`config.mk`:
```
export PLATFORM = sky130hd
export DESIGN_NAME = frame_config_writer
export DESIGN_NICKNAME = d
export VERILOG_FILES = /design/src/rtl/frame_config_writer.sv
export SDC_FILE = /design/constraint.sdc
export NUM_CORES = 1
export LEC_CHECK = 0
export BUFFER_PORTS_ARGS = -buffer_cell sky130_fd_sc_hd__clkbuf_2
export CORE_MARGIN = 1.5
export CORE_UTILIZATION = 58
export CTS_BUF_LIST = sky130_fd_sc_hd__clkbuf_16
export CTS_CLUSTER_DIAMETER = 100
export DETAILED_ROUTE_END_ITERATION = 12
export GPL_ROUTABILITY_DRIVEN = 0
export PLACE_DENSITY = 0.85
export SYNTH_ARGS = -nofsm -noshare
export SYNTH_HDL_FRONTEND = slang
export SYNTH_SLANG_ARGS = --single-unit
```
`constraint.sdc`:
```
create_clock -name UserCLK -period 22.6 [get_ports UserCLK]
set_input_delay 2.26 -clock UserCLK [delete_from_list [all_inputs] [get_ports UserCLK]]
set_output_delay 2.26 -clock UserCLK [all_outputs]
set_load 0.1 [all_outputs]
```
`src/rtl/frame_config_writer.sv`:
```
// Configuration-port driver: receives header + row words, assembles a frame on
// FrameData, then pulses one FrameStrobe bit for the addressed column/frame.
module frame_config_writer #(
    parameter int unsigned NumColumns      = 4,
    parameter int unsigned NumRows         = 4,
    parameter int unsigned FrameBitsPerRow = 32,
    parameter int unsigned MaxFramesPerCol = 20,
    parameter int unsigned StrobeCycles    = 1,
    parameter logic [15:0] SyncWord        = 16'hFAB0
) (
    input  logic                                   UserCLK,
    input  logic                                   reset,
    input  logic [FrameBitsPerRow-1:0]             s_data,
    input  logic                                   s_valid,
    output logic                                   s_ready,
    output logic [NumRows*FrameBitsPerRow-1:0]     FrameData,
    output logic [NumColumns*MaxFramesPerCol-1:0]  FrameStrobe,
    output logic                                   busy,
    output logic                                   err_sync,
    output logic                                   err_range,
    output logic [15:0]                            frames_written
);

    localparam int unsigned DataW = NumRows * FrameBitsPerRow;
    localparam int unsigned StrbW = NumColumns * MaxFramesPerCol;
    localparam int unsigned RowW  = (NumRows > 1) ? $clog2(NumRows) : 1;
    localparam int unsigned CntW  = 4;

    typedef enum logic [2:0] {
        IDLE    = 3'd0,
        LOAD    = 3'd1,
        DISCARD = 3'd2,
        STROBE  = 3'd3,
        GAP     = 3'd4
    } state_e;

    state_e            state_q, state_d;
    logic [RowW-1:0]   row_cnt_q, row_cnt_d;
    logic [7:0]        col_q, col_d;
    logic [7:0]        frame_q, frame_d;
    logic [DataW-1:0]  data_q, data_d;
    logic [StrbW-1:0]  strobe_q, strobe_d;
    logic [CntW-1:0]   scnt_q, scnt_d;
    logic [15:0]       fw_q, fw_d;
    logic              s_ready_q, s_ready_d;
    logic              busy_q, busy_d;
    logic              err_sync_q, err_sync_d;
    logic              err_range_q, err_range_d;

    logic              xfer;
    logic [15:0]       hdr_sync;
    logic [7:0]        hdr_col;
    logic [7:0]        hdr_frame;
    logic [31:0]       strobe_idx;
    logic              last_row;

    always_ff @(posedge UserCLK or posedge reset) begin
        if (reset) begin
            state_q     <= IDLE;
            row_cnt_q   <= '0;
            col_q       <= '0;
            frame_q     <= '0;
            data_q      <= '0;
            strobe_q    <= '0;
            scnt_q      <= '0;
            fw_q        <= '0;
            s_ready_q   <= 1'b0;
            busy_q      <= 1'b0;
            err_sync_q  <= 1'b0;
            err_range_q <= 1'b0;
        end else begin
            state_q     <= state_d;
            row_cnt_q   <= row_cnt_d;
            col_q       <= col_d;
            frame_q     <= frame_d;
            data_q      <= data_d;
            strobe_q    <= strobe_d;
            scnt_q      <= scnt_d;
            fw_q        <= fw_d;
            s_ready_q   <= s_ready_d;
            busy_q      <= busy_d;
            err_sync_q  <= err_sync_d;
            err_range_q <= err_range_d;
        end
    end

    // Next-state and next-output logic; strobe is rebuilt from scratch every cycle.
    always_comb begin
        state_d     = state_q;
        row_cnt_d   = row_cnt_q;
        col_d       = col_q;
        frame_d     = frame_q;
        data_d      = data_q;
        strobe_d    = '0;
        scnt_d      = scnt_q;
        fw_d        = fw_q;
        err_sync_d  = 1'b0;
        err_range_d = 1'b0;

        xfer       = s_valid && s_ready_q;
        hdr_sync   = s_data[31:16];
        hdr_col    = s_data[15:8];
        hdr_frame  = s_data[7:0];
        strobe_idx = 32'(col_q) * 32'(MaxFramesPerCol) + 32'(frame_q);
        last_row   = (row_cnt_q == RowW'(NumRows - 1));

        case (state_q)
            IDLE: begin
                if (xfer) begin
                    if (hdr_sync != SyncWord) begin
                        err_sync_d = 1'b1;
                    end else if ((32'(hdr_col) >= NumColumns) ||
                                 (32'(hdr_frame) >= MaxFramesPerCol)) begin
                        err_range_d = 1'b1;
                        row_cnt_d   = '0;
                        state_d     = DISCARD;
                    end else begin
                        col_d     = hdr_col;
                        frame_d   = hdr_frame;
                        row_cnt_d = '0;
                        state_d   = LOAD;
                    end
                end
            end
            LOAD: begin
                if (xfer) begin
                    data_d[row_cnt_q*FrameBitsPerRow +: FrameBitsPerRow] = s_data;
                    if (last_row) begin
                        row_cnt_d = '0;
                        scnt_d    = CntW'(StrobeCycles);
                        strobe_d  = StrbW'(1) << strobe_idx;
                        state_d   = STROBE;
                    end else begin
                        row_cnt_d = row_cnt_q + RowW'(1);
                    end
                end
            end
            DISCARD: begin
                if (xfer) begin
                    if (last_row) begin
                        row_cnt_d = '0;
                        state_d   = IDLE;
                    end else begin
                        row_cnt_d = row_cnt_q + RowW'(1);
                    end
                end
            end
            STROBE: begin
                if (scnt_q > CntW'(1)) begin
                    scnt_d   = scnt_q - CntW'(1);
                    strobe_d = strobe_q;
                end else begin
                    fw_d    = fw_q + 16'd1;
                    state_d = GAP;
                end
            end
            GAP: begin
                state_d = IDLE;
            end
            default: begin
                state_d = IDLE;
            end
        endcase

        s_ready_d = (state_d == IDLE) || (state_d == LOAD) || (state_d == DISCARD);
        busy_d    = (state_d != IDLE);
    end

    assign s_ready        = s_ready_q;
    assign FrameData      = data_q;
    assign FrameStrobe    = strobe_q;
    assign busy           = busy_q;
    assign err_sync       = err_sync_q;
    assign err_range      = err_range_q;
    assign frames_written = fw_q;

endmodule

```
==> results of run 1 <==
## registers in the layout, indices dropped and copies added (netlist names)
signal,flops
frame_q,8
row_cnt_q,2
err_sync,1
scnt_q,4
col_q,8
FrameData,128
s_ready,1
FrameStrobe,80
state_q,3
busy,1
frames_written,16
err_range,1
## cells by family (layout without fill, tap and decap cells)
group | after synthesis | in the layout
and+or+nand+nor | 519 | 519
DFF | 253 | 253
AOI/OAI and AO/OA | 241 | 241
buffers and inverters | 79 | 334
adders and majority gates | 29 | 29
xor gates and xnor gates | 26 | 26
muxes | 9 | 9
## final cells by class
class                   instances  area share [%]
clock inverters                23            1.40
clock buffers                  27            5.10
multi-input cells             824            32.7
repair buffers                270            10.4
well taps                     234            2.21
flip-flops and latches        253            47.8
inverters                      14           0.453
## power groups by stage
| stage | Sequential (mW) | Clock (mW) | Combinational (mW) |
|---|---|---|---|
| after floorplan | 0.982 | 0 | 0.125 |
| after global placement | 0.564 | 0 | 0.656 |
| after detailed placement | 0.568 | 0 | 0.666 |
| after CTS | 0.562 | 0.434 | 0.668 |
| after global routing | 0.570 | 0.454 | 0.692 |
| final | 0.562 | 0.428 | 0.665 |
## per-stage QoR
stage               utilization, %  setup WS [ns]  std cells  power (mW)
finish                        71.0          18.52       1645        1.66
global route                  71.0          18.11       1645        1.72
CTS                           71.0          18.42       1645        1.66
detailed placement            66.4          17.85       1595        1.23
global placement              66.4          17.88       1595        1.22
floorplan                        -          13.38       1156        1.11
## final timing paths
check,cells after the start,end,from
setup / recovery,4,FrameData[62]$_DFFE_PP0P_,reset
hold / removal,1,frames_written[15]$_DFFE_PP0P_,frames_written[15]$_DFFE_PP0P_
hold reg to reg,1,frames_written[15]$_DFFE_PP0P_,frames_written[15]$_DFFE_PP0P_
max in group UserCLK,7,FrameData[26]$_DFFE_PP0P_,s_valid
min in group asynchronous,2,FrameStrobe[61]$_DFFE_PP0P_,reset
setup reg to reg,13,FrameStrobe[74]$_DFFE_PP0P_,col_q[1]$_DFFE_PP0P_
## worst max-delay path: stages
cell	delay, ns
sky130_fd_sc_hd__clkbuf_2	0.12
sky130_fd_sc_hd__inv_8	0.54
sky130_fd_sc_hd__buf_4	0.72
sky130_fd_sc_hd__buf_4	0.84
## layout by cell type, fill, tap and decap left out, drive strengths merged, types with 12 or more instances in the layout
cell type  synthesis  routed
nor2              40      40
dfrtp            253     253
o21ai            174     174
o31ai             44      44
nand2            411     411
xnor2             19      19
ha                27      27
clkbuf            57     289
nor2b             12      12
clkinv             0      12
inv               14      20
## layer usage
layer,wire length (um),vias to the layer above
met5,0,-
met4,1050,0
met3,2240,77
met2,13600,404
met1,11400,4401
li1,-,4316
==> metrics.md, run 1 <==
| Metric | Value |
|---|---|
| Register bit total from synthesis | `253` |
| Multiplexer share of the synthesized area | `0.912%` |
| Part of the power in registers | `34.0%` |
| Area share of and/or/nand/nor cells after synthesis | `19.9%` |
| Adder-cell area share of the yosys netlist | `3.44%` |
| Ratio of cells with drive above 1 in the final layout | `24.3%` |
| Category of the critical setup timing path | `in -> async` |
| TritonCTS buffer count | `27` |
| Setup-violating endpoint count in the final report | `0` |
| GR met3 Demand/Resource | `5.61%` |
| Cell with the most instances after synthesis | `sky130_fd_sc_hd__nand2_1` |
| Top_reg_cell synth | `sky130_fd_sc_hd__dfrtp_1` |
| Number of flops mapped to enable cells by yosys | `0` |
| Layout Nets | `1454` |
| Wire length of the first global-routing pass | `45.5 mm` |
| FF+latch area | `0.00633 mm2` |
| Relative contribution of combinational cells to total power | `roughly two fifths` |
| Final-layout fill cell count | `1389` |
| Combinational family with the most area after synthesis | `simple AND/OR/NAND/NOR gates` |
| Outcome | `complete, no violations` |
| Total wirelength of the detailed-routed design | `28.4 mm` |
| Clock Path Buffers | `3` |
| Final antenna-violating net count | `0` |
| Wire per inst | `17.2 um` |
| Cell type contributing the most total cell area after synthesis | `sky130_fd_sc_hd__dfrtp_1` |
| Initial antenna violation count | `0` |
| Type of destination of the critical path | `asynchronous set/reset pin` |
| Clock tree from TritonCTS | `yes` |
| Transition at the pin with the smallest max-transition slack | `1.06 ns` |
| Count of distinct cell types in the synthesized netlist | `50` |
| Final Max Tran Viols | `0` |
| Die width | `between 100 and 150 um` |
| Count of cells resized by post-cts repair | `0` |
| Row count | `50` |
| Multi-input gate area in the final layout | `0.00433 mm2` |
| Max Clock Freq | `245 MHz` |
| CP max FO | `120` |
| Number of antenna diodes | `0` |
| Peak supply drop | `0.113 mV` |
| Switching part of the total power | `48.8%` |
| Post-detailed-route via-to-cell ratio | `5.59` |
| Drc violations | `0` |
| Fin Hold WS | `0.467 ns` |
| Minimum setup slack among reg-to-reg paths | `roughly 19 ns` |
| Chip height | `between 100 and 150 um` |
| GR met2 Demand/Resource | `48.0%` |
| Routed via count | `9198` |
| Compound-Gate Fraction of Synth Area | `between 10% and 20%` |
| Power density relative to cell area | `between 100 and 150 mW/mm2` |
| Instance count of the mapped netlist | `around 1200` |
| Peak-usage layer in the global routing report | `met2` |
| CTS Sinks | `253` |
| Setup repair after global routing missed its margin | `no` |
| Setup TNS | `0 ns` |
| Dpl cell area | `0.0124 mm2` |
| Port bufs | `262` |
| Avg Synthesized Cell Area | `9.49 um2` |
| Critical Path AT | `4.62 ns` |
| Slew HR | `29.3%` |
| Switching component of the power | `between 0.8 and 0.9 mW` |
| Grt ovf | `0` |
| Sequential-to-total area share from yosys stat | `between 50% and 60%` |
| Asr flop ratio synth | `100%` |
| # IOs | `approximately 260` |
| Period utilisation layout | `a little under a fifth` |
| Synthesized cell area | `0.0110 mm2` |
| Met1 usage in global routing | `38.2%` |
| Number of warnings issued by yosys | `0` |
| Non-Filler Cell Area, Final | `0.0132 mm2` |
| Area enclosed by the die boundary | `0.0198 mm2` |
| Reg clk slew, reported paths | `around 0.06 ns` |
| Nature of the critical path startpoint | `primary input` |
| Minimum clock period | `4.08 ns` |
| Placeable core region | `about 0.019 mm2` |
| Max-cap viol count | `0` |
| Insertion delay to the later sink of the worst-skew pair | `between 0.5 and 0.6 ns` |
| Number of search-and-repair iterations in the first detailed-routing pass | `5` |
| Class of the tightest hold or removal check | `reg -> reg` |
| Number of global-route vias before repair | `8742` |
| Estimated wirelength of the detail-placed design | `19.5 mm` |
| Deepest level of the CTS H-tree | `1` |
| Final Hold Vio Count | `0` |
| Internal power of the cells | `about 0.85 mW` |
| Worst-case clock skew | `0.0187 ns` |
| Starting density of the core | `58.9%` |
| Top post-synthesis cells by area | `sky130_fd_sc_hd__dfrtp_1, sky130_fd_sc_hd__nand2_1, sky130_fd_sc_hd__o21ai_0, sky130_fd_sc_hd__ha_1, sky130_fd_sc_hd__o31ai_1` |
| Largest net degree at the start of global routing | `121` |
| Number of buffers inserted by hold repair at cts | `0` |
| GRT Resource Usage Total | `29.0%` |
| Mapped Nets | `1220` |
| CTS Root Cell | `sky130_fd_sc_hd__clkbuf_16` |
| Area growth from synthesis to layout | `20.7%` |
| Share of the synthesized area in the top cell type | `57.7%` |
| Leading post-synthesis cells by instance count | `sky130_fd_sc_hd__nand2_1, sky130_fd_sc_hd__dfrtp_1, sky130_fd_sc_hd__o21ai_0, sky130_fd_sc_hd__clkbuf_1, sky130_fd_sc_hd__o31ai_1` |
| Required time of the worst setup path | `23.14 ns` |
| Buffers inserted by post-CTS timing repair | `0` |
| Iter 0 DRT Violations | `564` |
| Fraction of synthesized cell area in xor and xnor cells | `between 2 and 2.5%` |
| Share of total power in the clock network | `25.8%` |
| Leakage power total | `6.55 nW` |
Power figures use the tool's default switching activity.
==> inputs of run 2 (changes only) <==
--- a/config.mk
+++ b/config.mk
@@ -7,12 +7,12 @@
 export LEC_CHECK = 0
 export BUFFER_PORTS_ARGS = -buffer_cell sky130_fd_sc_hd__clkbuf_2
 export CORE_MARGIN = 1.5
-export CORE_UTILIZATION = 58
+export CORE_UTILIZATION = 54
 export CTS_BUF_LIST = sky130_fd_sc_hd__clkbuf_16
 export CTS_CLUSTER_DIAMETER = 100
 export DETAILED_ROUTE_END_ITERATION = 12
 export GPL_ROUTABILITY_DRIVEN = 0
-export PLACE_DENSITY = 0.85
+export PLACE_DENSITY = 0.8
 export SYNTH_ARGS = -nofsm -noshare
 export SYNTH_HDL_FRONTEND = slang
 export SYNTH_SLANG_ARGS = --single-unit
==> constraint.sdc (replaced) <==
create_clock -name UserCLK -period 4.25 [get_ports UserCLK]
set_input_delay 0.425 -clock UserCLK [delete_from_list [all_inputs] [get_ports UserCLK]]
set_output_delay 0.425 -clock UserCLK [all_outputs]
set_load 0.1 [all_outputs]
==> metrics.md, run 2 (synthesis gave the netlist of run 1 again) <==
| Metric | Value |
|---|---|
| Outcome | `complete, no violations` |
| Reg clk slew, reported paths | `0.06 ns` |
| Iter 0 DRT Violations | `495` |
| Placeable core region | `about 0.020 mm2` |
| Non-Filler Cell Area, Final | `0.0133 mm2` |
| Largest net degree at the start of global routing | `about 130` |
| Transition at the pin with the smallest max-transition slack | `1.06 ns` |
| CP peak stage delay | `0.47 ns` |
| Class of the tightest hold or removal check | `in -> async` |
| Clock Path Buffers | `3` |
| Max Clock Freq | `~270 MHz` |
| Wire length of the first global-routing pass | `46.6 mm` |
| Final-layout fill cell count | `1570` |
| Peak supply drop | `around 0.62 mV` |
| Setup WS post-layout | `approximately 0.5 ns` |
| Total power | `8.84 mW` |
| Max-cap viol count | `0` |
| Final Max Tran Viols | `0` |
| Power density relative to cell area | `around 660 mW/mm2` |
| CP Buf/Inv Count | `4` |
| CP delay by family, top | `adder cells` |
| Routed via count | `9057` |
| Area growth from synthesis to layout | `21.5%` |
| Total wirelength of the detailed-routed design | `28.6 mm` |
| Setup-violating endpoint count in the final report | `0` |
| Final Hold Vio Count | `0` |
| Category of the critical setup timing path | `reg -> reg` |
| CTS Sinks | `253` |
| Required time of the worst setup path | `4.66 ns` |
| Layout Nets | `1455` |
| Estimated wirelength of the detail-placed design | `20.0 mm` |
| Number of antenna diodes | `0` |
| Slowest cell on the critical path | `sky130_fd_sc_hd__fa_1` |
| Number of search-and-repair iterations in the first detailed-routing pass | `6` |
| Starting density of the core | `approximately 56%` |
| Worst-case clock skew | `0.0106 ns` |
| Slew HR | `29.2%` |
| CP max FO | `38` |
| Placement-stage worst setup slack | `roughly 0.47 ns` |
| Nature of the critical path startpoint | `flip-flop` |
| CTS Root Cell | `sky130_fd_sc_hd__clkbuf_16` |
| Row count | `51` |
| Drc violations | `0` |
| Setup TNS | `0 ns` |
| Number of buffers inserted by hold repair at cts | `0` |
| Utilization after layout | `67.6%` |
| TritonCTS buffer count | `26` |
| Minimum clock period | `3.75 ns` |
| Top library cells by usage in the layout, fill and taps aside | `sky130_fd_sc_hd__nand2_1, sky130_fd_sc_hd__clkbuf_2, sky130_fd_sc_hd__dfrtp_1` |
| GRT Resource Usage Total | `27.1%` |
| Type of destination of the critical path | `flip-flop` |
| Port bufs | `262` |
| Grt ovf | `0` |
| Sequence of cells on the critical path | `ha_1 -> ha_1 -> inv_1 -> fa_1 -> inv_1 -> ha_1 -> inv_1 -> o21ai_0 -> a41o_1 -> nor3_1 -> o2111ai_4 -> buf_4 -> o31ai_1` |
| Setup repair after global routing missed its margin | `no` |
| Most frequent standard cell in the layout excluding fill and tap cells | `sky130_fd_sc_hd__nand2_1` |
| Insertion delay to the later sink of the worst-skew pair | `0.52 ns` |
| Final antenna-violating net count | `0` |
| Wire per inst | `17.0 um` |
| Deepest level of the CTS H-tree | `1` |
| Area enclosed by the die boundary | `0.0212 mm2` |
| Clock tree from TritonCTS | `yes` |
| Dpl cell area | `~0.012 mm2` |
| # IOs | `between 200 and 300` |
| Buffers inserted by post-CTS timing repair | `0` |
| Chip height | `146 um` |
| Largest register FFs | `about 130` |
| Leakage power total | `around 6.6 nW` |
| Initial antenna violation count | `0` |
| Die width | `between 100 and 150 um` |
| Critical Path AT | `4.16 ns` |
| Count of cells resized by post-cts repair | `0` |
| Worst r2r src | `col_q[1]$_DFFE_PP0P_` |
| Launch point of the worst path | `col_q[1]$_DFFE_PP0P_` |
| Number of global-route vias before repair | `8766` |
| Period utilisation layout | `88.3%` |
| Post-detailed-route via-to-cell ratio | `about 5.4` |
| Ratio of cells with drive above 1 in the final layout | `approximately 24%` |
[run 2: cell count changes in the layout (fill, tap and decap cells not counted), sizes merged]
cell	delta
clkinv	-1
inv	-2
buf	+2
bufinv	+2
clkinvlp	-2
[run 2: stage by stage]
stage	cells	hold slack (ns)
3_5_place_dp	1628	0.467
4_1_cts	1675	0.170
5_1_grt	1675	0.173
6_report	1675	0.0942
3_3_place_gp	1628	0.460
2_1_floorplan	1156	0.471
[run 2: report_power, final]
group          leakage [nW]  switching [mW]  internal [mW]
clock                 0.451           0.930           1.39
sequential             3.46           0.241           2.75
combinational          2.66            3.06          0.475
total                  6.58            4.23           4.61
[run 2: metal layers]
layer	share of wire [%]	vias up	global-route usage (%)
met5	0	-	0
met3	7.3	59	4.89
met2	49	344	44.6
met1	41	4342	36.9
li1	-	4312	-
met4	2.8	0	8.16
[run 2: final timing paths]
check                                                  to  slack (ns)  depth (start not counted)
setup / recovery              FrameStrobe[20]$_DFFE_PP0P_        0.50                         13
hold reg to reg            frames_written[15]$_DFFE_PP0P_        0.48                          1
hold / removal                  FrameData[88]$_DFFE_PP0P_        0.09                          3
min in group UserCLK            FrameData[92]$_DFFE_PP0P_        0.19                          3
max in group asynchronous      FrameData[106]$_DFFE_PP0P_        3.60                          3
setup reg to reg              FrameStrobe[20]$_DFFE_PP0P_        0.50                         13
[run 2: cell type report]
class                           count  area, um2  share of cell area (%)
Sequential cell                   253       6330                    47.5
Multi-Input combinational cell    824       4330                    32.5
Timing Repair Buffer              272       1410                    10.6
Clock buffer                       27        676                    5.07
Tap cell                          265        332                    2.49
Clock inverter                     20        195                    1.46
Inverter                           14       56.3                   0.422
[run 2: worst min-delay path: cells and delay by family]
family	cells	cell delay, ns
buffers and inverters	3	0.65
==> inputs of run 3 (changes only) <==
==> config.mk (replaced) <==
export PLATFORM = sky130hd
export DESIGN_NAME = frame_config_writer
export DESIGN_NICKNAME = d
export VERILOG_FILES = /design/src/rtl/frame_config_writer.sv
export SDC_FILE = /design/constraint.sdc
export NUM_CORES = 1
export LEC_CHECK = 0
export CORE_MARGIN = 1.5
export CORE_UTILIZATION = 63
export CTS_BUF_LIST = sky130_fd_sc_hd__clkbuf_16
export CTS_CLUSTER_DIAMETER = 100
export DETAILED_ROUTE_END_ITERATION = 12
export DONT_BUFFER_PORTS = 1
export GPL_ROUTABILITY_DRIVEN = 0
export PLACE_DENSITY = 0.79
export SYNTH_ARGS = -nofsm -noshare
export SYNTH_HDL_FRONTEND = slang
export SYNTH_SLANG_ARGS = --single-unit
==> metrics.md, run 3 (synthesis gave the netlist of run 1 again) <==
| Metric | Value |
|---|---|
| Outcome | `complete, no violations` |
| Largest net degree at the start of global routing | `between 150 and 200` |
| Peak supply drop | `0.488 mV` |
| Count of cells resized by post-cts repair | `0` |
| Estimated wirelength of the detail-placed design | `approximately 18 mm` |
| Slowest cell on the critical path | `sky130_fd_sc_hd__buf_4` |
| Wire per inst | `19.3 um` |
| Required time of the worst setup path | `roughly 4.6 ns` |
| TritonCTS buffer count | `26` |
| CP max FO | `80` |
| Area growth from synthesis to layout | `8.58%` |
| CTS Sinks | `253` |
| Post-detailed-route via-to-cell ratio | `5.80` |
| Period utilisation layout | `83.2%` |
| Area enclosed by the die boundary | `between 0.015 and 0.02 mm2` |
| Chip height | `135 um` |
| Nature of the critical path startpoint | `flip-flop` |
| Setup-violating endpoint count in the final report | `0` |
| Type of destination of the critical path | `flip-flop` |
| Port bufs | `0` |
| Starting density of the core | `63.9%` |
| Total power | `8.30 mW` |
| Category of the critical setup timing path | `reg -> reg` |
| Total wirelength of the detailed-routed design | `26.5 mm` |
| Drc violations | `0` |
| Final Hold Vio Count | `0` |
| Reg clk slew, reported paths | `~0.060 ns` |
| Critical Path AT | `between 3 and 4 ns` |
| Max-cap viol count | `0` |
| Setup TNS | `0 ns` |
| Transition at the pin with the smallest max-transition slack | `between 1 and 1.5 ns` |
| Class of the tightest hold or removal check | `in -> reg` |
| Clock tree from TritonCTS | `yes` |
| Placed insts | `about 1300` |
| Setup repair after global routing missed its margin | `no` |
| Grt ovf | `0` |
| Layout Nets | `1194` |
| Insertion delay to the later sink of the worst-skew pair | `0.52 ns` |
| Final Max Tran Viols | `0` |
| Power density relative to cell area | `696 mW/mm2` |
| # IOs | `263` |
| Number of cells in the finished layout apart from fillers | `1373` |
| Top library cells by usage in the layout, fill and taps aside | `sky130_fd_sc_hd__nand2_1, sky130_fd_sc_hd__dfrtp_1, sky130_fd_sc_hd__o21ai_0` |
| Number of global-route vias before repair | `7714` |
| Final antenna-violating net count | `0` |
| Initial antenna violation count | `0` |
| Wire length of the first global-routing pass | `41.8 mm` |
| Slew HR | `27.9%` |
| Sequence of cells on the critical path | `ha_1 -> ha_1 -> inv_1 -> fa_1 -> inv_1 -> ha_1 -> inv_1 -> o21ai_0 -> a41o_1 -> nor3_1 -> o2111ai_4 -> buf_4 -> o21ai_0` |
| CTS Root Cell | `sky130_fd_sc_hd__clkbuf_16` |
| Deepest level of the CTS H-tree | `1` |
| Most frequent standard cell in the layout excluding fill and tap cells | `sky130_fd_sc_hd__nand2_1` |
| Row count | `48` |
| Routed via count | `7970` |
| Number of buffers inserted by hold repair at cts | `1` |
| GRT Resource Usage Total | `29.1%` |
| Placeable core region | `0.0172 mm2` |
| Die width | `approximately 130 um` |
| Non-Filler Cell Area, Final | `0.0119 mm2` |
| Number of antenna diodes | `0` |
| Ratio of cells with drive above 1 in the final layout | `6.45%` |
| Multi-input gate area in the final layout | `about 0.0043 mm2` |
| Clock Path Buffers | `3` |
| Iter 0 DRT Violations | `between 500 and 600` |
| CP peak stage delay | `0.63 ns` |
| Worst-case clock skew | `0.0144 ns` |
| Buffers inserted by post-CTS timing repair | `0` |
| FF+latch area | `0.00633 mm2` |
| Largest register FFs | `128` |
| Final-layout fill cell count | `1344` |
| Leakage power total | `approximately 5.4 nW` |
| Minimum clock period | `3.54 ns` |
| Dpl cell area | `about 0.011 mm2` |
| Max Clock Freq | `283 MHz` |
| Number of search-and-repair iterations in the first detailed-routing pass | `5` |
==> run 3: final timing paths <==
path	startpoint	end	slack, ns	cells after the start
setup / recovery	col_q[1]$_DFFE_PP0P_	FrameStrobe[79]$_DFFE_PP0P_	0.71	13
hold / removal	s_data[26]	FrameData[122]$_DFFE_PP0P_	0.04	2
setup reg to reg	col_q[1]$_DFFE_PP0P_	FrameStrobe[79]$_DFFE_PP0P_	0.71	13
hold reg to reg	frame_q[6]$_DFFE_PP0P_	frame_q[6]$_DFFE_PP0P_	0.51	1
max in group asynchronous	reset	FrameData[68]$_DFFE_PP0P_	2.74	3
min in group asynchronous	reset	FrameData[89]$_DFFE_PP0P_	0.40	2
==> run 3: through the flow <==
step,hold slack (ns),setup slack (ns),util [%]
2_1_floorplan,0.471,0.495,-
3_3_place_gp,0.326,0.886,64.6
3_5_place_dp,0.331,0.728,64.6
4_1_cts,0.0153,0.728,69.4
5_1_grt,0.0271,0.452,69.4
6_report,0.0360,0.713,69.4
==> run 3: worst max-delay path, delay by kind of cell (launching register included) <==
kind,cells,cell delay [ns]
AOI/OAI and AO/OA,4,0.75
adders and majority gates,4,1.33
buffers and inverters,4,0.78
DFF,1,0.43
and+or+nand+nor,1,0.08
==> run 3: per-layer routing <==
metal	part of all wire [%]	vias up	track usage [%]	routed length [um]
met4	2.1	0	8.84	565
met2	47	294	46.1	12600
met1	41	3861	39.4	10900
met5	0	-	0	0
met3	9.5	33	8.15	2530
li1	-	3782	-	-
==> run 3: power by group <==
group,leakage [nW],switching (mW),internal [mW],total (mW)
Clock,0.415,0.894,1.26,2.15
Combinational,1.48,0.557,0.286,0.844
Sequential,3.46,2.60,2.69,5.30
==> run 3: area by class of cell <==
| class | count | area share, % |
|---|---|---|
| Sequential cell | 253 | 53.1 |
| Inverter | 14 | 0.472 |
| Timing Repair Buffer | 11 | 0.924 |
| Tap cell | 225 | 2.36 |
| Multi-Input combinational cell | 824 | 36.3 |
| Clock buffer | 27 | 5.67 |
| Clock inverter | 19 | 1.12 |
